File: src/rtl/bin2bcd_seq_pkg.sv
// Shared definitions for the sequential binary-to-BCD converter and the display path.
package bin2bcd_seq_pkg;

    typedef enum logic [1:0] {
        StIdle,
        StShift,
        StDone
    } state_t;

    localparam int unsigned DIGIT_W = 4;

    // The seven-segment decoder renders this code as all segments off.
    localparam logic [DIGIT_W-1:0] BCD_BLANK = 4'hF;
    localparam logic [DIGIT_W-1:0] BCD_NINE  = 4'h9;

endpackage

File: src/rtl/bin2bcd_seq_bcd_add3.sv
// Double-dabble digit correction: add 3 to any digit of 5 or more before the next shift.
module bcd_add3
    import bin2bcd_seq_pkg::*;
(
    input  logic [DIGIT_W-1:0] din,
    output logic [DIGIT_W-1:0] dout
);

    always_comb begin
        dout = din;
        if (din >= DIGIT_W'(5)) begin
            dout = din + DIGIT_W'(3);
        end
    end

endmodule

File: src/rtl/bin2bcd_seq.sv
// Iterative double-dabble converter, one shift per clock; bcd updates only on completion.
// Optional BIN2BCD_LEADING_ZERO_BLANK_EN replaces leading zero digits with the blank code.
module bin2bcd_seq
    import bin2bcd_seq_pkg::*;
#(
    parameter int unsigned BIN_W  = 27,
    parameter int unsigned DIGITS = 8
) (
    input  logic                      clk,
    input  logic                      reset,
    input  logic                      start,
    input  logic [BIN_W-1:0]          bin,
    output logic                      busy,
    output logic                      done,
    output logic [DIGIT_W*DIGITS-1:0] bcd,
    output logic                      overflow
);

    localparam int unsigned BCD_W = DIGIT_W * DIGITS;
    localparam int unsigned CNT_W = (BIN_W > 1) ? $clog2(BIN_W) : 1;

    state_t             state_q, state_d;
    logic [BIN_W-1:0]   bin_q, bin_d, bin_shift;
    logic [BCD_W-1:0]   scr_q, scr_d, scr_adj, scr_shift, fmt;
    logic [BCD_W-1:0]   bcd_q, bcd_d;
    logic [CNT_W-1:0]   cnt_q, cnt_d;
    logic               ovf_pend_q, ovf_pend_d;
    logic               ovf_q, ovf_d;
    logic               carry;
    logic               ovf_final;

    for (genvar g = 0; g < DIGITS; g++) begin : g_add3
        bcd_add3 u_add3 (
            .din  (scr_q[g*DIGIT_W +: DIGIT_W]),
            .dout (scr_adj[g*DIGIT_W +: DIGIT_W])
        );
    end

    // A bit leaving the top digit means the value needs more digits than we have.
    assign {carry, scr_shift, bin_shift} = {scr_adj, bin_q, 1'b0};
    assign ovf_final = ovf_pend_q | carry;

`ifdef BIN2BCD_LEADING_ZERO_BLANK_EN
    logic lead;

    always_comb begin
        fmt  = scr_shift;
        lead = 1'b1;
        for (int i = DIGITS - 1; i > 0; i--) begin
            if (lead && (scr_shift[i*DIGIT_W +: DIGIT_W] == '0)) begin
                fmt[i*DIGIT_W +: DIGIT_W] = BCD_BLANK;
            end else begin
                lead = 1'b0;
            end
        end
    end
`else
    assign fmt = scr_shift;
`endif

    always_comb begin
        state_d    = state_q;
        bin_d      = bin_q;
        scr_d      = scr_q;
        cnt_d      = cnt_q;
        ovf_pend_d = ovf_pend_q;
        bcd_d      = bcd_q;
        ovf_d      = ovf_q;
        busy       = 1'b0;
        done       = 1'b0;

        unique case (state_q)
            StIdle, StDone: begin
                done = (state_q == StDone);
                if (start) begin
                    bin_d      = bin;
                    scr_d      = '0;
                    cnt_d      = CNT_W'(BIN_W - 1);
                    ovf_pend_d = 1'b0;
                    state_d    = StShift;
                end else begin
                    state_d    = StIdle;
                end
            end
            StShift: begin
                busy       = 1'b1;
                bin_d      = bin_shift;
                scr_d      = scr_shift;
                ovf_pend_d = ovf_final;
                if (cnt_q == '0) begin
                    // Result is presented together with the done cycle.
                    state_d = StDone;
                    bcd_d   = ovf_final ? {DIGITS{BCD_NINE}} : fmt;
                    ovf_d   = ovf_final;
                end else begin
                    cnt_d   = cnt_q - 1'b1;
                end
            end
            default: state_d = StIdle;
        endcase
    end

    always_ff @(posedge clk or negedge reset) begin
        if (!reset) begin
            state_q    <= StIdle;
            bin_q      <= '0;
            scr_q      <= '0;
            cnt_q      <= '0;
            ovf_pend_q <= 1'b0;
            bcd_q      <= '0;
            ovf_q      <= 1'b0;
        end else begin
            state_q    <= state_d;
            bin_q      <= bin_d;
            scr_q      <= scr_d;
            cnt_q      <= cnt_d;
            ovf_pend_q <= ovf_pend_d;
            bcd_q      <= bcd_d;
            ovf_q      <= ovf_d;
        end
    end

    assign bcd      = bcd_q;
    assign overflow = ovf_q;

endmodule

File: config.mk
export PLATFORM = sky130hd
export DESIGN_NAME = bin2bcd_seq
export DESIGN_NICKNAME = d
export VERILOG_FILES = /design/src/rtl/bin2bcd_seq_pkg.sv /design/src/rtl/bin2bcd_seq_bcd_add3.sv /design/src/rtl/bin2bcd_seq.sv
export SDC_FILE = /design/constraint.sdc
export NUM_CORES = 1
export LEC_CHECK = 0
export CAP_MARGIN = 20
export CORE_UTILIZATION = 45
export DETAILED_ROUTE_END_ITERATION = 6
export PLACE_DENSITY = 0.68
export SYNTH_ARGS = -nofsm -noshare
export SYNTH_HDL_FRONTEND = slang
export SYNTH_SLANG_ARGS = --single-unit
File: constraint.sdc
create_clock -name clk -period 2 [get_ports clk]
set_clock_uncertainty 0.05 [all_clocks]
set_input_delay 0.4 -clock clk [delete_from_list [all_inputs] [get_ports clk]]
set_output_delay 0.4 -clock clk [all_outputs]
set_load 0.01 [all_outputs]
==> out/metrics.cfg, run 1 <==
[global_routing]
grt_first_pass_wirelength_um=16580
grt_antenna_before_repair=0
global_route_overflow=0
grt_pass1_vias=3568
groute.usage.overall=0.1891
maximum_number_of_pins_on_one_net_before_global_route_repair=38

[hold_path]
worstHoldPathCells=2
hold_path_class=flop to flop
hold_path.startpoint=overflow

[die]
die_w_um=104.6
design.core.area_um2=10280
floorplan.io_pins=65
design.die.area_um2=10950
floorplan.die.height_um=104.6
floorplan.initialDensity=0.4612
row_count=37

[yosys]
synth_enable_flop_cells=0
syn_area_um2=4740
yosys.area.top_type=sky130_fd_sc_hd__dfrtp_1
post-synth-top-count-cell=sky130_fd_sc_hd__dfrtp_1
synth.net_count=531
most_instantiated_cells_after_synthesis=sky130_fd_sc_hd__dfrtp_1 (100), sky130_fd_sc_hd__nand2_1 (74), sky130_fd_sc_hd__nor2_1 (49), sky130_fd_sc_hd__a31oi_1 (42), sky130_fd_sc_hd__a21oi_1 (26)
synthesis.instances=484
netlist-cell-type-count=30
synth.ff_latch_count=100
area_share_of_the_leading_cell_type_in_the_synthesized_netlist=0.5280
ys_warn_count=0
synth-async-reset-ratio=1.000
sequential_element_share_of_the_synthesized_area=0.5280
synthesis.area_per_instance_um2=9.792
synth_top_flop_cell=sky130_fd_sc_hd__dfrtp_1
synthTopCellsByArea=sky130_fd_sc_hd__dfrtp_1 (53%), sky130_fd_sc_hd__nand2_1 (5.9%), sky130_fd_sc_hd__a31oi_1 (5.5%), sky130_fd_sc_hd__ha_1 (4.5%), sky130_fd_sc_hd__nor2_1 (3.9%)

[setup_path]
worst_setup_path_end_kind=flop
worst_ep_required_time_ns=2.21
cp_max_fo=21
critical-path-max-stage-delay_ns=0.46
setup.worst_path.start=scr_q[28]
crit_arrival_ns=2.06
worst_path_max_delay_cell=sky130_fd_sc_hd__dfrtp_1
criticalPathCategory=flop to flop
crit_path_buffers_inverters=2
reg2reg_from=scr_q[28]
critical-path-top-delay-family=compound AO/OA/AOI/OAI gates
crit_path_start_kind=flop
worst-r2r-cell-count=7
cp_num_cells=7
path_cells=inv_1, ha_1, nand2b_1, nand2_1, o31a_1, buf_4, a31o_2

[layout]
drive_gt1_frac=0.08711
multiInputGateArea_um2=2011
fill_cells=934
num_antenna_cells=0
layout-area-overhead-vs-synth_pct=22.41
nets_finish=593
layout.area.seq_um2=2502

[cts]
tritoncts=yes
clock_tree.htree_level_count=3
cts.sinks=100
clock_insertion_delay_worst_skew_ns=0.37
tritoncts.num_buffers=9
cts_root_buffer=sky130_fd_sc_hd__clkbuf_8
path_clk_slew_ns=0.09
clk_path_buf_depth=2
cts.repair_timing.setup_buffer_count=0

[power_and_ir_drop]
clockPowerShare=0.156
pwr_density_cell_nw_per_um2=1472
power.switching_fraction=0.3839
netSwitchingPower_w=0.003279
peakVddDrop_uv=740.1
power.sequential.fraction=0.405
power_frac_comb=0.439
intPower_w=0.005263
power.leakage_nw=2.598

[timing]
holdWs_ns=0.4321
finalSetupTns_ns=0
grt_setup_unrepaired=no
final.period_utilization=0.9246
finalHoldViolations=0
fin_crit_ns=1.849
setup_viol=0
max_slew_margin=0.6918
slew_worst_pin_ns=0.4623
fmax_ghz=0.5408
slew_violations=0

[routing]
detailedRoute.firstPassIterationCount=4
postRouteWirelength_um=9474
dr.first_iter.drc_count=119
routedWlPerCell_um=13.79
detail_route.vias_per_cell=5.317
route.vias.total=3653
final_antenna_net_count=0
detail_route.drc_violations=0

[run]
drv_cap=0

[placed_design]
dp.final_hpwl_um=6746
placement.io_buffers=64
gp_routability_congestion=0.7634

[status]
outcome=complete, no violations

-- repair_timing --
item / 4_1_cts / 5_1_grt
resized for setup: 1 / 1
endpoints found under the setup margin: 1 / 1
hold buffers: 1 / 0
gates cloned: 0 / 0
hold endpoints to repair: 30 / 0
-- area by class of cell --
class | count | area share
Sequential cell | 100 | 0.4313
Timing Repair Buffer | 81 | 0.1434
Clock buffer | 11 | 0.02609
Inverter | 20 | 0.01294
Tap cell | 136 | 0.02933
Multi-Input combinational cell | 334 | 0.3466
Clock inverter | 5 | 0.01035
-- per-layer routing --
metal	share of wire	GRT usage	vias up
met5	0	0	-
met4	0.013	0.05734	0
met3	0.034	0.03993	10
met2	0.48	0.3212	73
met1	0.47	0.2427	1776
li1	-	-	1794
-- worst reg2reg max path: stages, from the launching register on --
cell and delay (ns):
sky130_fd_sc_hd__dfrtp_1 0.46, sky130_fd_sc_hd__inv_1 0.08, sky130_fd_sc_hd__ha_1 0.23, sky130_fd_sc_hd__nand2b_1 0.09, sky130_fd_sc_hd__nand2_1 0.06, sky130_fd_sc_hd__o31a_1 0.30, sky130_fd_sc_hd__buf_4 0.22, sky130_fd_sc_hd__a31o_2 0.27
-- final timing paths --
check,end,slack (ns)
max,bcd[14],0.15
min,overflow,0.43
max reg2reg,bcd[14],0.15
min reg2reg,overflow,0.43
max in group asynchronous,bin_q[1],0.87
min in group asynchronous,scr_q[11],0.48
-- metrics by stage --
stage          total power [W]  utilization  cell area (um2)  cells  worst slack (ns)
3_5_place_dp          0.007312       0.5429             5579    670            0.1564
6_report              0.008543       0.5645             5802    687            0.1508
4_1_cts               0.008647       0.5643             5799    687           0.01306
5_1_grt               0.009285       0.5645             5802    687           0.03321
3_3_place_gp          0.007112       0.5429             5579    670            0.2151
2_1_floorplan         0.006043            -             4740    484            0.2353
-- layout by cell type (no fill, tap or decap), drive strengths merged, types with 2 or more instances in the layout --
| cell | instances |
|---|---|
| nor3b | 15 |
| nor2 | 49 |
| o21ai | 25 |
| inv | 20 |
| xnor2 | 8 |
| a31oi | 42 |
| nand2 | 75 |
| and2 | 16 |
| nand2b | 10 |
| dfrtp | 100 |
| clkbuf | 11 |
| clkinv | 3 |
| nor2b | 2 |
| ha | 17 |
| clkdlybuf4s50 | 61 |
| a21oi | 26 |
| a31o | 16 |
| mux2i | 9 |
| a22o | 18 |
| buf | 17 |
-- state kept, by name, summed over array words and instances (netlist names) --
name        cells
bin_q          27
state_q         2
scr_q          32
cnt_q           5
overflow        1
bcd            32
ovf_pend_q      1
-- power by group through the flow --
stage                     logic (W)  registers (W)  clock network, W
after detailed placement    0.00382        0.00350                 0
after floorplan             0.00261        0.00343                 0
after CTS                   0.00382        0.00346           0.00137
after global routing        0.00425        0.00358           0.00145
final                       0.00375        0.00346           0.00133
after global placement      0.00365        0.00346                 0
-- kinds of logic (layout without fill, tap and decap cells) --
| group | count (synthesis) | after routing | synth area share |
|---|---|---|---|
| simple gates | 170 | 170 | 0.1666 |
| compound gates | 130 | 130 | 0.1774 |
| flops | 100 | 100 | 0.5280 |
| buf+inv | 50 | 117 | 0.04937 |
| fa+ha+maj | 17 | 17 | 0.04488 |
| mux | 9 | 9 | 0.01901 |
| xor+xnor | 8 | 8 | 0.01478 |
Note: power is estimated with default switching activity, not from simulation.
==> inputs of run 2 (changes only) <==
--- a/config.mk
+++ b/config.mk
@@ -6,9 +6,12 @@
 export NUM_CORES = 1
 export LEC_CHECK = 0
 export CAP_MARGIN = 20
-export CORE_UTILIZATION = 45
+export CELL_PAD_IN_SITES_DETAIL_PLACEMENT = 1
+export CELL_PAD_IN_SITES_GLOBAL_PLACEMENT = 1
+export CORE_ASPECT_RATIO = 1.4
+export CORE_UTILIZATION = 42
 export DETAILED_ROUTE_END_ITERATION = 6
-export PLACE_DENSITY = 0.68
+export PLACE_DENSITY_LB_ADDON = 0.1
 export SYNTH_ARGS = -nofsm -noshare
 export SYNTH_HDL_FRONTEND = slang
 export SYNTH_SLANG_ARGS = --single-unit
==> constraint.sdc (replaced) <==
create_clock -name clk -period 2 [get_ports clk]
set_clock_uncertainty 0.05 [all_clocks]
set_input_delay 0.5 -clock clk [delete_from_list [all_inputs] [get_ports clk]]
set_output_delay 0.5 -clock clk [all_outputs]
set_load 0.01 [all_outputs]
==> run 2 against run 1 <==
  * Combinational power grew 2%
  * Global-route usage increased by 2.2 points
  * Critical path type unchanged
  * Sequential power is 1% higher
  * Setup slack worse by 0.023 ns
==> out/metrics.cfg, run 2 (synthesized netlist as in run 1, its figures left out) <==
[status]
outcome=complete, no violations

[routing]
route.vias.total=3756
final_antenna_net_count=0
detailedRoute.firstPassIterationCount=4
detail_route.drc_violations=0
dr.first_iter.drc_count=131
detail_route.vias_per_cell=5.443
postRouteWirelength_um=11240
routedWlPerCell_um=16.29

[placed_design]
placement.io_buffers=64
number_of_placed_cells_counting_well_taps=673
dp.final_hpwl_um=7651
gp_routability_congestion=0.7580
dpl-instance-area_um2=5583

[setup_path]
crit_path_start_kind=flop
crit_arrival_ns=2.06
cp_max_fo=32
worst_setup_path_end_kind=flop
worst_path_max_delay_cell=sky130_fd_sc_hd__dfrtp_1
worst_ep_required_time_ns=2.18
critical-path-max-stage-delay_ns=0.45
path_cells=inv_1, ha_1, nand2b_1, nand2_1, o31a_1, buf_12, a31o_2
criticalPathCategory=flop to flop

[cts]
tritoncts=yes
cts_root_buffer=sky130_fd_sc_hd__clkbuf_16
clock_tree.htree_level_count=3
cts.repair_timing.setup_buffer_count=0
clock_insertion_delay_worst_skew_ns=0.34
cts.sinks=100
path_clk_slew_ns=0.07
tritoncts.num_buffers=9
clk_path_buf_depth=2

[die]
floorplan.die.height_um=127.7
floorplan.io_pins=65
row_count=45
die_w_um=91.78
floorplan.initialDensity=0.4339
design.die.area_um2=11720
design.core.area_um2=10920

[layout]
finalNonFillerCells=690
final_common_cell=sky130_fd_sc_hd__dfrtp_1
layout.cell_area.non_filler_um2=5898
drive_gt1_frac=0.08197
fill_cells=1252
nets_finish=591
mostFrequentLayoutCells=sky130_fd_sc_hd__dfrtp_1 (100), sky130_fd_sc_hd__nand2_1 (74), sky130_fd_sc_hd__clkdlybuf4s50_1 (61)
num_antenna_cells=0
layout-area-overhead-vs-synth_pct=24.45

[timing]
slew_violations=0
grt_setup_unrepaired=no
max_slew_margin=0.6801
finalSetupTns_ns=0
finalHoldViolations=0
final.period_utilization=0.9362
fin_crit_ns=1.872
slew_worst_pin_ns=0.4799
setup_viol=0
fmax_ghz=0.5341

[global_routing]
grt_first_pass_wirelength_um=19600
maximum_number_of_pins_on_one_net_before_global_route_repair=70
global_route_overflow=0
groute.usage.overall=0.2115
grt_antenna_before_repair=0
grt_pass1_vias=4072

[power_and_ir_drop]
pwr_density_cell_nw_per_um2=1548
peakVddDrop_uv=644.0
power.leakage_nw=2.621

[hold_path]
hold_path_class=flop to flop

[run]
drv_cap=0

-- run 2: cell types whose count changed in the layout (fill, tap and decap cells not counted) --
cell / before / now
sky130_fd_sc_hd__clkbuf_16: 0 / 9
sky130_fd_sc_hd__clkbuf_8: 11 / 2
sky130_fd_sc_hd__buf_4: 12 / 8
sky130_fd_sc_hd__clkinv_4: 2 / 0
sky130_fd_sc_hd__buf_12: 5 / 6
sky130_fd_sc_hd__buf_6: 0 / 1
sky130_fd_sc_hd__clkbuf_1: 0 / 1
sky130_fd_sc_hd__clkinv_2: 1 / 2
sky130_fd_sc_hd__dlygate4sd2_1: 1 / 2
sky130_fd_sc_hd__dlymetal6s2s_1: 1 / 0
-- run 2: critical path: cells and delay by family (launching register included) --
| family | cells | cell delay, ns |
|---|---|---|
| AO/OA/AOI/OAI | 2 | 0.61 |
| flip-flops | 1 | 0.45 |
| buffers and inverters | 2 | 0.27 |
| adder cells (fa/ha/maj) | 1 | 0.23 |
| AND/OR/NAND/NOR | 2 | 0.16 |
-- run 2: cell type report --
cell class | count | area (um2) | area share
clock inverters | 4 | 47.55 | 0.008061
multi-input cells | 334 | 2011 | 0.3409
clock buffers | 12 | 256.5 | 0.04349
inverters | 20 | 75.07 | 0.01273
well taps | 141 | 176.4 | 0.02991
flip-flops and latches | 100 | 2502 | 0.4243
repair buffers | 79 | 829.5 | 0.1406
-- run 2: per-layer routing --
| metal | global-route usage | wire [um] | share of wire |
|---|---|---|---|
| met3 | 0.03084 | 341 | 0.030 |
| met1 | 0.2534 | 4805 | 0.43 |
| met5 | 0 | 0 | 0 |
| met2 | 0.3861 | 5928 | 0.53 |
| met4 | 0.07353 | 162 | 0.014 |
-- run 2: worst paths after layout --
kind,start,endpoint,slack [ns],depth (start not counted)
setup / recovery,scr_q[28],bcd[1],0.13,7
hold / removal,overflow,overflow,0.44,2
setup reg to reg,scr_q[28],bcd[1],0.13,7
hold reg to reg,overflow,overflow,0.44,2
max in group asynchronous,reset,bin_q[3],0.85,3
min in group asynchronous,reset,scr_q[22],0.53,2
-- run 2: timing repair --
item                                    in CTS  in global routing
resized for setup                            2                  1
endpoints found under the hold margin       16                  0
endpoints found under the setup margin       2                  1
hold buffers                                 1                  0
-- run 2: stage by stage --
step	hold slack, ns	setup slack [ns]	total power [W]	util
finish	0.4353	0.1276	0.009131	0.5400
global route	0.4730	0.005800	0.009873	0.5400
CTS	0.4427	0.1023	0.009245	0.5396
detailed placement	0.3546	0.09226	0.007406	0.5111
global placement	0.3478	0.1560	0.007140	0.5111
floorplan	0.1544	0.2353	0.006043	-
-- run 2: power by group --
| group | total, W | internal (W) | switching, W |
|---|---|---|---|
| clock | 0.00179 | 0.00104 | 0.000751 |
| sequential | 0.00350 | 0.00283 | 0.000670 |
| combinational | 0.00384 | 0.00179 | 0.00205 |
| total | 0.00913 | 0.00566 | 0.00347 |
